[config.mk]
export PLATFORM = sky130hd
export DESIGN_NAME = uart_alu_interface
export DESIGN_NICKNAME = d
export VERILOG_FILES = /design/src/rtl/uart_alu_interface.sv
export SDC_FILE = /design/constraint.sdc
export NUM_CORES = 1
export LEC_CHECK = 0
export ABC_AREA = 1
export BUFFER_PORTS_ARGS = -buffer_cell sky130_fd_sc_hd__buf_2
export CAP_MARGIN = 10
export CORE_MARGIN = 2
export CORE_UTILIZATION = 51
export DETAILED_ROUTE_END_ITERATION = 10
export GPL_ROUTABILITY_DRIVEN = 0
export PLACE_DENSITY = 0.85
export SYNTH_ARGS = -nofsm -noshare
export SYNTH_HDL_FRONTEND = slang
export SYNTH_SLANG_ARGS = --single-unit
[constraint.sdc]
create_clock -name i_clk -period 1.9 [get_ports i_clk]
set_clock_uncertainty 0.05 [all_clocks]
set_input_delay 0.095 -clock i_clk [delete_from_list [all_inputs] [get_ports i_clk]]
set_output_delay 0.095 -clock i_clk [all_outputs]
set_load 0.01 [all_outputs]
[src/rtl/uart_alu_interface.sv]
// UART <-> ALU glue: collects A, B and opcode bytes from the receiver, drives
// the ALU operands, then transmits the result byte followed by a flag byte.
module uart_alu_interface #(
    parameter int DATA_WIDTH     = 8,
    parameter int OP_WIDTH       = 6,
    parameter int TIMEOUT_CYCLES = 50_000_000
) (
    input  logic                  i_clk,
    input  logic                  i_rst_n,
    input  logic [7:0]            i_rx_data,
    input  logic                  i_rx_done,
    input  logic                  i_tx_done,
    input  logic [DATA_WIDTH-1:0] i_result,
    input  logic                  i_negative,
    input  logic                  i_zero,
    input  logic                  i_carry,
    output logic [DATA_WIDTH-1:0] o_a,
    output logic [DATA_WIDTH-1:0] o_b,
    output logic [OP_WIDTH-1:0]   o_op,
    output logic [7:0]            o_tx_data,
    output logic                  o_tx_start,
    output logic                  o_busy
);

    // Counter is sized for TIMEOUT_CYCLES; a zero setting keeps a 1-bit stub.
    localparam int CW = (TIMEOUT_CYCLES > 1) ? $clog2(TIMEOUT_CYCLES + 1) : 1;
    localparam bit TO_EN = (TIMEOUT_CYCLES != 0);
    // Timeout fires on the idle cycle that would bring the count to TIMEOUT_CYCLES.
    localparam logic [CW-1:0] TO_LAST = TO_EN ? CW'(TIMEOUT_CYCLES - 1) : '0;

    typedef enum logic [2:0] {
        WAIT_A, WAIT_B, WAIT_OP, EXEC, SEND_RES, WAIT_RES, SEND_FLG, WAIT_FLG
    } state_t;

    state_t        state;
    logic [CW-1:0] to_cnt;
    logic [7:0]    flg_q;
    logic          to_hit;

    // Receiver byte bits above the operand/opcode width are intentionally dropped.
    logic unused_rx_bits;
    assign unused_rx_bits = ^i_rx_data;

    assign to_hit = TO_EN && (to_cnt == TO_LAST);

    // Main control FSM; all outputs are registered here.
    always_ff @(posedge i_clk) begin
        if (!i_rst_n) begin
            state      <= WAIT_A;
            to_cnt     <= '0;
            flg_q      <= '0;
            o_a        <= '0;
            o_b        <= '0;
            o_op       <= '0;
            o_tx_data  <= '0;
            o_tx_start <= 1'b0;
            o_busy     <= 1'b0;
        end else begin
            to_cnt <= '0;
            case (state)
                WAIT_A: begin
                    if (i_rx_done) begin
                        o_a   <= i_rx_data[DATA_WIDTH-1:0];
                        state <= WAIT_B;
                    end
                end
                WAIT_B: begin
                    if (i_rx_done) begin
                        o_b   <= i_rx_data[DATA_WIDTH-1:0];
                        state <= WAIT_OP;
                    end else if (to_hit) begin
                        state <= WAIT_A;
                    end else if (TO_EN) begin
                        to_cnt <= to_cnt + 1'b1;
                    end
                end
                WAIT_OP: begin
                    if (i_rx_done) begin
                        o_op   <= i_rx_data[OP_WIDTH-1:0];
                        o_busy <= 1'b1;
                        state  <= EXEC;
                    end else if (to_hit) begin
                        state <= WAIT_A;
                    end else if (TO_EN) begin
                        to_cnt <= to_cnt + 1'b1;
                    end
                end
                // ALU has settled on the new operands; capture result and flags
                // and raise the start strobe so it is high during SEND_RES.
                EXEC: begin
                    o_tx_data  <= 8'(i_result);
                    flg_q      <= {5'b0, i_carry, i_zero, i_negative};
                    o_tx_start <= 1'b1;
                    state      <= SEND_RES;
                end
                SEND_RES: begin
                    o_tx_start <= 1'b0;
                    state      <= WAIT_RES;
                end
                WAIT_RES: begin
                    if (i_tx_done) begin
                        o_tx_data  <= flg_q;
                        o_tx_start <= 1'b1;
                        state      <= SEND_FLG;
                    end
                end
                SEND_FLG: begin
                    o_tx_start <= 1'b0;
                    state      <= WAIT_FLG;
                end
                WAIT_FLG: begin
                    if (i_tx_done) begin
                        o_busy <= 1'b0;
                        state  <= WAIT_A;
                    end
                end
                default: state <= WAIT_A;
            endcase
        end
    end

endmodule

==> results.md <==
- Clock buffer count from CTS: 9
- Post-CTS setup buffer count: 0
- Max Clk Rate: 0.586 GHz
- Diodes inserted: 0
- Internal reg-to-reg setup slack: 190 ps
- Post-synth top cells: 82 x nor2_1, 74 x nand2_1, 64 x dfxtp_1
- Largest net degree at the start of global routing: 31
- Final wirelength: approximately 7300 um
- CTS sink count: 64
- RSZ-0062 raised after global routing: false
- CP arrival: 1900 ps
- Async S/R FF share, synth: 0
- Post-route ant nets: 0
- Cell Pwr Density: roughly 770 mW/mm^2
- Share of the synthesized area in the top cell type: 0.434
- Cell Rows: 27
- Period minus WS final: 1710 ps
- Post-synthesis cell area: 0.00296 mm^2
- Failing checks: negative hold slack
- Syn Inst Count: 407
- Top-count cell post-synth: nor2_1
- TritonRoute pass-1 iters: 7
- Synth Flop Type: dfxtp_1
- Final period util: 0.898
- CTS clk-pin slew, worst paths: 80 ps
- Die width: 80.1 um
- Register bit total from synthesis: 64
- Kind of critical path: reg2reg
- Final Hold Fails: 1
- Final net count: 515
- Average cell area after synthesis: between 7 and 8 um^2
- Post-DP HPWL: 5020 um
- Reg-to-reg endpoint: to_cnt[18]
- Synth warn: 0
- Initial antenna violation count: 0
- R2R cell count: 8
- Worst slew margin: 0.742
- Via count: ~3000
- Die footprint: 0.00642 mm^2
- Reg-to-reg startpoint: to_cnt[0]
- CTS Root Cell: clkbuf_8
- First-pass GRT wire length: approximately 12000 um
- Max cap viols: 0
- Crit Path Max Fanout: 7
- Worst Path Required: 2090 ps
- GRT Overall Usage: 0.242
- Area Overhead vs Synth: 26.6%
- HP Start: i_carry
- WL/cell: 12.8 um
- Hold depth: 3
- Area leader, netlist: dfxtp_1
- Sequential share of the synthesized area: 0.434
- VDD IR max: between 600 and 700 uV
- Outcome: complete, but fails checks
- Met3 Usage GRT: 0.0584
- Cell variety after synth: 32
- DRC Markers: 0
- Via density: between 5 and 6
- GR Layer Usage met1: 0.288
- CTS tree: done
- Endpoint, Worst Hold: flg_q[2]
- Core Area: 0.00554 mm^2
- Cell leakage power: 0.00152 uW
- Slew Limit Fails: 0
- IO Pins: 55
- Drt first-iter violations: 193
- Final setup fails: 0
- Worst hold path type: in2reg
- Cells taking the most area after synthesis: dfxtp_1 43%, nor2_1 10%, nand2_1 9.4%, inv_1 5.7%, o21ai_0 5.4%
- Post-Route Utilization: 0.675
- EDFF count, synth: 0
- Crit path from: to_cnt[0]
- Clock Latency Late Sink: about 350 ps
- Die Ht: 80.1 um
- Vias in the first global route: 2812
- CP endpoint kind: flip-flop
- Setup crit start kind: flip-flop
- Total Neg Setup Slack: 0 ps
- H-Tree Depth: 3
- Hold WS: -1.70 ps
- Worst slew pin tran: 385 ps
- GR Layer Usage met2: 0.394
- Mapped Nets: 431
- Number of buffers added on ports: 54
- Initial Utilization: 0.533
- CTS max path bufs: 2
- Gr ovfl total: 0
- Share of cells above drive strength 1: 0.236
- GR peak layer: met2
[critical path: stages, from the launching register on]
cell     delay (ps)
dfxtp_1         400
ha_1            190
nand2_1         100
nor2_4          160
nand2_1         140
nor2_1          170
nand4_1         150
xor2_2          200
nor2_4           40
[sequential cells by signal, summed over array words and instances (netlist names)]
name / count
flg_q: 3
o_a: 8
o_b: 8
o_busy: 1
o_op: 6
o_tx_data: 8
o_tx_start: 1
state: 3
to_cnt: 26
[layout make-up]
type                            instances  area, um^2
Tap cell                               72        90.1
Clock inverter                          6        67.6
Clock buffer                           10         138
Inverter                               50         188
Multi-Input combinational cell        287        1460
Timing Repair Buffer                   79         523
Fill cell                             443        1800
Sequential cell                        64        1280
[metal layers]
metal  vias up  wire (um)  part of all wire
li1       1467          -                 -
met1      1323       2970              0.41
met2       134       3590              0.49
met3        29        422             0.058
met4         0        292             0.040
met5         -          0                 0
[through the flow]
stage	instance area [um^2]	total power, uW	setup slack, ps	instances	hold slack (ps)
detailed placement	3370	1670	198	536	300
CTS	3730	2880	182	568	0.290
global route	3740	2980	5.19	568	30.6
global placement	3370	1660	269	536	282
finish	3740	2880	194	568	-1.70
floorplan	2960	1570	355	407	180
[worst max path at each step]
stage	end	slack (ps)	depth (start not counted)
after floorplan	to_cnt[18]	360	8
after global placement	to_cnt[16]	270	9
after detailed placement	to_cnt[11]	200	9
after CTS	to_cnt[16]	180	9
after global routing	to_cnt[18]	5	8
final	to_cnt[18]	190	8
[logic make-up after synthesis]
| group | count (synthesis) | synth area share |
|---|---|---|
| adder cells (fa/ha/maj) | 1 | 0.00423 |
| XOR/XNOR | 9 | 0.0267 |
| flip-flops | 64 | 0.434 |
| buffers and inverters | 56 | 0.0766 |
| AND/OR/NAND/NOR | 217 | 0.343 |
| AO/OA/AOI/OAI | 60 | 0.116 |
[report_power, final]
part,internal (uW),total [uW],switching (uW)
sequential,1380,1410,24.3
combinational,115,260,145
clock,645,1210,563
total,2140,2880,733
[timing repair]
action	4_1_cts	5_1_grt
hold endpoints to repair	26	0
gates resized for setup	0	1
hold buffers	16	0
setup endpoints to repair	0	1
[placed cells by master, fill, tap and decap left out, types with 2 or more instances in the layout]
| cell type | instances |
|---|---|
| nor3_1 | 6 |
| clkinvlp_4 | 2 |
| nand2_1 | 74 |
| nor2_1 | 82 |
| nand3b_1 | 3 |
| inv_2 | 4 |
| a21oi_1 | 15 |
| o21ai_0 | 32 |
| nor2_2 | 10 |
| xnor2_1 | 3 |
| nand3_1 | 14 |
| dfxtp_1 | 64 |
| nor3b_1 | 2 |
| nor2_4 | 7 |
| buf_12 | 2 |
| a211oi_1 | 4 |
| xor2_1 | 5 |
| nand4_1 | 10 |
| buf_4 | 7 |
| buf_2 | 54 |
| clkbuf_8 | 10 |
| nor3_2 | 2 |
| dlygate4sd3_1 | 16 |
| a21oi_2 | 8 |
| inv_1 | 45 |
Note: power is estimated with default switching activity, not from simulation.
